===== config.mk =====
export PLATFORM = sky130hd
export DESIGN_NAME = lcd_bus_decoder_flat
export DESIGN_NICKNAME = d
export VERILOG_FILES = /design/src/rtl/lcd_bus_pkg.sv /design/src/rtl/lcd_bus_if.sv /design/src/rtl/lcd_shadow_ram.sv /design/src/rtl/lcd_bus_decoder.sv /design/src/flat_wrapper.sv
export SDC_FILE = /design/constraint.sdc
export NUM_CORES = 1
export LEC_CHECK = 0
export CORE_MARGIN = 2
export CORE_UTILIZATION = 45
export CTS_CLUSTER_SIZE = 25
export DETAILED_ROUTE_END_ITERATION = 10
export PLACE_DENSITY_LB_ADDON = 0.05
export SLEW_MARGIN = 20
export SYNTH_ARGS = -nofsm -noshare
export SYNTH_HDL_FRONTEND = slang
export SYNTH_SLANG_ARGS = --single-unit
export TNS_END_PERCENT = 50

===== constraint.sdc =====
create_clock -name clk -period 11.49 [get_ports clk]
set_clock_uncertainty 0.05 [all_clocks]
set_input_delay 1.7235 -clock clk [delete_from_list [all_inputs] [get_ports clk]]
set_output_delay 1.7235 -clock clk [all_outputs]
set_load 0.02 [all_outputs]

===== src/rtl/lcd_bus_pkg.sv =====
// Shared opcodes, fill character and state types for the LCD bus receiver.
package lcd_bus_pkg;

    localparam logic [7:0] CMD_CLEAR = 8'h01;
    localparam logic [7:0] CMD_HOME  = 8'h02;
    localparam logic [7:0] CMD_ENTRY = 8'h04;
    localparam logic [7:0] CMD_CGRAM = 8'h40;
    localparam logic [7:0] CMD_DDRAM = 8'h80;
    localparam logic [3:0] FUNC4     = 4'h2;
    localparam logic [7:0] SPACE     = 8'h20;

    typedef enum logic [1:0] {
        NIB_IF8,
        NIB_IF4_HI,
        NIB_IF4_LO
    } nib_state_t;

    typedef enum logic {
        ST_SWEEP,
        ST_IDLE
    } sweep_state_t;

endpackage


===== src/rtl/lcd_bus_if.sv =====
// HD44780-style 4-bit LCD bus as driven by the LCD driver.
interface lcd_bus_if;
    logic        lcd_rs;
    logic        lcd_rw;
    logic        lcd_e;
    logic [11:8] sf_d;

    modport master (output lcd_rs, lcd_rw, lcd_e, sf_d);
    modport slave  (input  lcd_rs, lcd_rw, lcd_e, sf_d);
endinterface


===== src/rtl/lcd_shadow_ram.sv =====
// 128x8 DDRAM mirror: synchronous write, registered read (old data on collision).
module lcd_shadow_ram (
    input  logic       clk,
    input  logic       rst_n,
    input  logic       we,
    input  logic [6:0] waddr,
    input  logic [7:0] wdata,
    input  logic [6:0] raddr,
    output logic [7:0] rdata
);
    logic [7:0] mem [128];

    always_ff @(posedge clk) begin
        if (we) mem[waddr] <= wdata;
    end

    always_ff @(posedge clk or negedge rst_n) begin
        if (!rst_n) rdata <= '0;
        else        rdata <= mem[raddr];
    end
endmodule


===== src/rtl/lcd_bus_decoder.sv =====
// Passive LCD bus receiver: rebuilds bytes from E strobes, tracks the address
// counter and mirrors DDRAM writes into the shadow RAM.
//   state      | meaning
//   NIB_IF8    | 8-bit bus, every strobe is a whole byte {D,0}
//   NIB_IF4_HI | 4-bit bus, waiting for high nibble
//   NIB_IF4_LO | 4-bit bus, waiting for low nibble
//   ST_SWEEP   | clear sweep writing SPACE to every address, busy=1
//   ST_IDLE    | bytes are decoded
module lcd_bus_decoder
    import lcd_bus_pkg::*;
(
    input  logic       clk,
    input  logic       rst_n,
    lcd_bus_if.slave   bus,
    input  logic [6:0] rd_addr,
    output logic [7:0] rd_char,
    output logic [6:0] ac,
    output logic       if4,
    output logic       busy,
    output logic       cmd_valid,
    output logic [7:0] cmd_byte,
    output logic       wr_valid,
    output logic       err
);
    logic [6:0]   sync1, sync2;
    logic         e_prev, rs_s, rw_s, e_s, strobe;
    logic [3:0]   d_s;
    nib_state_t   nib_q, nib_d;
    sweep_state_t sweep_q, sweep_d;
    logic [3:0]   hi_q, hi_d;
    logic         hi_rs_q, hi_rs_d;
    logic [6:0]   saddr_q, saddr_d, ac_d;
    logic         id_inc_q, id_inc_d, cgram_q, cgram_d;
    logic [7:0]   cmd_byte_d, byte_val;
    logic         cmd_valid_d, wr_valid_d, err_d;
    logic         byte_done, byte_rs, rs_err, start_sweep, data_we;

    assign {rs_s, rw_s, e_s, d_s} = sync2;
    assign strobe = e_prev & ~e_s & ~rw_s;
    assign busy   = (sweep_q == ST_SWEEP);
    assign if4    = (nib_q != NIB_IF8);

    always_ff @(posedge clk or negedge rst_n) begin
        if (!rst_n) begin
            sync1     <= '0;
            sync2     <= '0;
            e_prev    <= 1'b0;
            nib_q     <= NIB_IF8;
            sweep_q   <= ST_SWEEP;
            hi_q      <= '0;
            hi_rs_q   <= 1'b0;
            saddr_q   <= '0;
            id_inc_q  <= 1'b1;
            cgram_q   <= 1'b0;
            ac        <= '0;
            cmd_byte  <= '0;
            cmd_valid <= 1'b0;
            wr_valid  <= 1'b0;
            err       <= 1'b0;
        end else begin
            sync1     <= {bus.lcd_rs, bus.lcd_rw, bus.lcd_e, bus.sf_d};
            sync2     <= sync1;
            e_prev    <= e_s;
            nib_q     <= nib_d;
            sweep_q   <= sweep_d;
            hi_q      <= hi_d;
            hi_rs_q   <= hi_rs_d;
            saddr_q   <= saddr_d;
            id_inc_q  <= id_inc_d;
            cgram_q   <= cgram_d;
            ac        <= ac_d;
            cmd_byte  <= cmd_byte_d;
            cmd_valid <= cmd_valid_d;
            wr_valid  <= wr_valid_d;
            err       <= err_d;
        end
    end

    // Nibble assembly; the IF8->IF4 switch only honours function-set when not busy
    always_comb begin
        nib_d     = nib_q;
        hi_d      = hi_q;
        hi_rs_d   = hi_rs_q;
        byte_done = 1'b0;
        byte_val  = '0;
        byte_rs   = 1'b0;
        rs_err    = 1'b0;
        if (strobe) begin
            unique case (nib_q)
                NIB_IF8: begin
                    byte_done = 1'b1;
                    byte_val  = {d_s, 4'h0};
                    byte_rs   = rs_s;
                    if (!busy && !rs_s && d_s == FUNC4) nib_d = NIB_IF4_HI;
                end
                NIB_IF4_HI: begin
                    hi_d    = d_s;
                    hi_rs_d = rs_s;
                    nib_d   = NIB_IF4_LO;
                end
                NIB_IF4_LO: begin
                    nib_d = NIB_IF4_HI;
                    if (rs_s != hi_rs_q) begin
                        rs_err = 1'b1;
                    end else begin
                        byte_done = 1'b1;
                        byte_val  = {hi_q, d_s};
                        byte_rs   = rs_s;
                    end
                end
                default: nib_d = NIB_IF8;
            endcase
        end
    end

    always_comb begin
        ac_d        = ac;
        id_inc_d    = id_inc_q;
        cgram_d     = cgram_q;
        cmd_byte_d  = cmd_byte;
        cmd_valid_d = 1'b0;
        wr_valid_d  = 1'b0;
        err_d       = rs_err | (byte_done & busy);
        start_sweep = 1'b0;
        data_we     = 1'b0;
        if (byte_done && !busy) begin
            if (!byte_rs) begin
                cmd_valid_d = 1'b1;
                cmd_byte_d  = byte_val;
                if (byte_val[7] == CMD_DDRAM[7]) begin
                    ac_d    = byte_val[6:0];
                    cgram_d = 1'b0;
                end else if (byte_val[7:6] == CMD_CGRAM[7:6]) begin
                    cgram_d = 1'b1;
                end else if (byte_val[7:2] == CMD_ENTRY[7:2]) begin
                    id_inc_d = byte_val[1];
                end else if (byte_val[7:1] == CMD_HOME[7:1]) begin
                    ac_d    = '0;
                    cgram_d = 1'b0;
                end else if (byte_val == CMD_CLEAR) begin
                    start_sweep = 1'b1;
                    ac_d        = '0;
                    id_inc_d    = 1'b1;
                    cgram_d     = 1'b0;
                end
            end else if (!cgram_q) begin
                wr_valid_d = 1'b1;
                data_we    = 1'b1;
                ac_d       = id_inc_q ? ac + 7'd1 : ac - 7'd1;
            end
        end
    end

    always_comb begin
        sweep_d = sweep_q;
        saddr_d = saddr_q;
        if (sweep_q == ST_SWEEP) begin
            saddr_d = saddr_q + 7'd1;
            if (saddr_q == 7'h7F) sweep_d = ST_IDLE;
        end
        if (start_sweep) begin
            sweep_d = ST_SWEEP;
            saddr_d = '0;
        end
    end

    lcd_shadow_ram u_ram (
        .clk   (clk),
        .rst_n (rst_n),
        .we    (busy | data_we),
        .waddr (busy ? saddr_q : ac),
        .wdata (busy ? SPACE : byte_val),
        .raddr (rd_addr),
        .rdata (rd_char)
    );
endmodule


===== src/flat_wrapper.sv =====
// flat-port wrapper written by rule: the top's interface ports become plain ports
module lcd_bus_decoder_flat import lcd_bus_pkg::*;
  (clk, rst_n, rd_addr, rd_char, ac, if4, busy, cmd_valid, cmd_byte, wr_valid, err, bus_lcd_rs, bus_lcd_rw, bus_lcd_e, bus_sf_d);
  lcd_bus_if bus_i ();
  input  logic clk;
  input  logic rst_n;
  input  logic [6:0] rd_addr;
  output logic [7:0] rd_char;
  output logic [6:0] ac;
  output logic if4;
  output logic busy;
  output logic cmd_valid;
  output logic [7:0] cmd_byte;
  output logic wr_valid;
  output logic err;
  input wire logic [$bits(bus_i.lcd_rs)-1:0] bus_lcd_rs;
  input wire logic [$bits(bus_i.lcd_rw)-1:0] bus_lcd_rw;
  input wire logic [$bits(bus_i.lcd_e)-1:0] bus_lcd_e;
  input wire logic [$bits(bus_i.sf_d)-1:0] bus_sf_d;
  assign bus_i.lcd_rs = bus_lcd_rs;
  assign bus_i.lcd_rw = bus_lcd_rw;
  assign bus_i.lcd_e = bus_lcd_e;
  assign bus_i.sf_d = bus_sf_d;
  lcd_bus_decoder u_core (.clk(clk), .rst_n(rst_n), .bus(bus_i), .rd_addr(rd_addr), .rd_char(rd_char), .ac(ac), .if4(if4), .busy(busy), .cmd_valid(cmd_valid), .cmd_byte(cmd_byte), .wr_valid(wr_valid), .err(err));
endmodule

==> results.cfg <==
[run_status]
status = complete, no violations

[sta]
fin_crit_sh_pct = 46.1
slew_violations = 0
timing_hold_violations_final = 0
relative_slew_slack_pct = 22.2
post-route-min-period_ns = 5.30
rsz0062_at_grt = false
max_clock_freq_mhz = 189
fin_setup_tns_ns = 0
worstMarginPinSlew_ns = 1.16
report.final.setup_viol = 0

[drt]
ant_nets = 0
num_vias = 22900
first_pass_iters = 7
finalWirelength_mm = 112
routedWlPerCell_um = 28.2
post-route-drc-count = 0
drt_first_iter_violations = 2450
vias_per_cell = 5.78

[floorplan]
initial_utilization_pct = 45.3
rows = 113
floorplan.die.height_um = 313
floorplan.die_area_um2 = 98000
chipWidth_um = 313
core_area_um2 = 94900
design.portCount = 44

[layout]
layout.cells.most_common = sky130_fd_sc_hd__edfxtp_1
post-route-cell-area_um2 = 48500
fillCellCount = 7758
area_growth_syn_to_layout_pct = 12.9
final_cell_mix = sky130_fd_sc_hd__edfxtp_1, sky130_fd_sc_hd__mux2i_1, sky130_fd_sc_hd__a22oi_1
nNetsFinal = 2631
antenna_cells_inserted = 0
final_layout_size_suffix_gt1_share_pct = 9.17

[cts]
cts-resized-gates = 0
clock_latency_ns = 0.68
post_cts_setup_buffer_count = 0
cts_tree = yes
clk_root_buffer_cell = sky130_fd_sc_hd__clkbuf_16
h_tree_depth_reported_by_cts = 3
tritoncts_sink_count = 1082
holdBufCountCts = 0
clock_path_buffers = 3
cts_inserted_buffers = 113
clkSlewWorstSetupHoldPaths_ns = 0.06

[worst_setup_path]
critPathMaxFanout = 78
critPathLaunchType = primary input
path_class = in2reg
worst-endpoint-arrival_ns = 5.86
timing.critical_path.required_ns = 12.06
crit_end_element = flip-flop

[yosys]
synth_xor_xnor_area_share_pct = 0.122
yosys-mux-area-fraction_pct = 12.3
postSynthCellCount = 2557
post_synth_instance_area_um2 = 43000
synthDistinctLibCells = 71
postSynthRegisterBits = 1082
synth_top_flop_cell = sky130_fd_sc_hd__edfxtp_1
synth_fp_nets = 2581
count_of_warnings_emitted_by_yosys = 0
synth_seq_area_share_pct = 75.0
synth_edf_count = 1024
synthesis.area_per_instance_um2 = 16.8
post_synth_and_or_nand_nor_area_fraction_pct = 5.37
synth_async_reset_ratio_pct = 5.36
synth_top_family_by_area = multiplexers
synth-adder-area-share_pct = 0.250
synth_compound_area_share_pct = 5.32

[placed_design]
place.port_buffers = 43
dp_hpwl_mm = 67.9
post_dp_cell_area_um2 = 44800
routabilityCongestion = 0.811

[grt]
grt_pass1_vias = 22400
gr-total-overflow = 0
grt_max_degree = 117
antenna_violations_before_repair = 2
grt_first_pass_wirelength_mm = 161
grtUsageTotal_pct = 22.7

[worst_hold_path]
min-delay-path-class = reg2reg

[pwr]
irDropWorstVdd_mv = 0.106
power-per-cell-area_nw_per_um2 = 167
leakage_nw = 15.0

[flow_run]
max_cap_violations = 0
-- area by class of cell --
type / instances / area (um2) / share of cell area, %
tap: 1265 / 1580 / 3.26
timing repair buffer: 81 / 741 / 1.53
clock inverter: 73 / 727 / 1.50
sequential: 1082 / 32200 / 66.4
clock buffer: 140 / 3010 / 6.21
multi-input combinational: 1317 / 10200 / 21.0
inverter: 12 / 45.0 / 0.0929
-- worst max-delay path, stage by stage --
cell and delay [ns]:
sky130_fd_sc_hd__buf_8 0.50, sky130_fd_sc_hd__buf_4 0.94, sky130_fd_sc_hd__buf_4 0.87, sky130_fd_sc_hd__mux2i_1 0.16
sky130_fd_sc_hd__a22oi_1 0.26, sky130_fd_sc_hd__nand4_1 0.23, sky130_fd_sc_hd__nor3_1 0.67, sky130_fd_sc_hd__or4_1 0.21
-- power by group --
group	internal (mW)	switching (mW)
logic	0.0669	0.117
clock network	2.18	1.48
registers	4.26	0.00756
total	6.51	1.60
-- sequential cells by signal, summed over array words and instances (netlist names), 2 cells and up --
signal	cells
u_core.ac	7
u_core.hi_q	4
u_core.u_ram.rdata	8
u_core.sync2	7
u_core.nib_q	2
u_core.cmd_byte	8
u_core.u_ram.mem	1024
u_core.sync1	7
u_core.saddr_q	7
-- path summary, 6_finish.rpt --
kind | start | endpoint | slack [ns] | cells past startpoint
hold / removal | u_core.sync1[6] | u_core.sync2[6] | 0.30 | 0
setup reg to reg | u_core.nib_q[0] | u_core.u_ram.mem[36][7] | 6.94 | 6
max in group asynchronous | rst_n | u_core.u_ram.rdata[5] | 9.65 | 2
hold reg to reg | u_core.sync1[6] | u_core.sync2[6] | 0.30 | 0
setup / recovery | rd_addr[2] | u_core.u_ram.rdata[3] | 6.19 | 8
min in group asynchronous | rst_n | u_core.sync1[3] | 1.19 | 2
-- kinds of logic after synthesis --
family | count (synthesis)
AOI/OAI and AO/OA | 315
xor gates and xnor gates | 6
adders and majority gates | 8
buffers and inverters | 158
DFF | 1082
muxes | 525
and+or+nand+nor | 463
-- through the flow --
step | hold WS [ns] | worst slack, ns | util (%) | total power [mW] | instances
after floorplan | 0.281 | 6.20 | - | 4.46 | 2557
after global placement | 0.283 | 5.65 | 47.2 | 4.53 | 3757
after detailed placement | 0.288 | 5.60 | 47.2 | 4.53 | 3757
after CTS | 0.300 | 6.31 | 51.1 | 8.18 | 3970
after global routing | 0.312 | 6.17 | 51.1 | 8.33 | 3970
final | 0.297 | 6.19 | 51.1 | 8.11 | 3970
-- synthesized netlist by cell type, types with 4 or more instances --
library cell               count  area share (%)
sky130_fd_sc_hd__nand3b_1      4           0.070
sky130_fd_sc_hd__edfxtp_1   1024              72
sky130_fd_sc_hd__or4_1         8            0.14
sky130_fd_sc_hd__and3_1        4           0.058
sky130_fd_sc_hd__nor2b_1       6           0.087
sky130_fd_sc_hd__nor2_1      147             1.3
sky130_fd_sc_hd__o32ai_1       5            0.10
sky130_fd_sc_hd__nand2b_1      8            0.12
sky130_fd_sc_hd__a21o_1        6            0.10
sky130_fd_sc_hd__nand4_1      33            0.48
sky130_fd_sc_hd__nor3_1       39            0.45
sky130_fd_sc_hd__nand3_1      49            0.57
sky130_fd_sc_hd__a22oi_1     224             3.9
sky130_fd_sc_hd__ha_1          7            0.20
sky130_fd_sc_hd__and4b_1       5            0.12
sky130_fd_sc_hd__buf_1         7           0.061
sky130_fd_sc_hd__nor4bb_1      5            0.12
sky130_fd_sc_hd__mux2_2        5            0.13
sky130_fd_sc_hd__buf_2        86             1.0
sky130_fd_sc_hd__inv_1        11           0.096
sky130_fd_sc_hd__or2_2         4           0.058
sky130_fd_sc_hd__a21oi_1      38            0.44
sky130_fd_sc_hd__xnor2_1       4           0.082
sky130_fd_sc_hd__dfrtp_1      57             3.3
sky130_fd_sc_hd__nand3_2       6            0.14
sky130_fd_sc_hd__nand2_1     117             1.0
sky130_fd_sc_hd__a32o_1        4           0.093
sky130_fd_sc_hd__nor3b_1       4           0.070
sky130_fd_sc_hd__mux2i_1     517              12
sky130_fd_sc_hd__a211oi_1      4           0.070
sky130_fd_sc_hd__o21ai_0      14            0.16
sky130_fd_sc_hd__clkbuf_1     48            0.42
sky130_fd_sc_hd__nor4b_2       4            0.14
-- layer usage --
layer  routed length (um)  up-vias  share of wire, %  global-route usage (%)
li1                     -    10200                 -                       -
met1                52200    11900                47                    34.6
met2                51100      724                46                    34.7
met3                 6440      121               5.8                    3.42
met4                 2100        0               1.9                    4.99
met5                    0        -                 0                       0
Power figures use the tool's default switching activity.
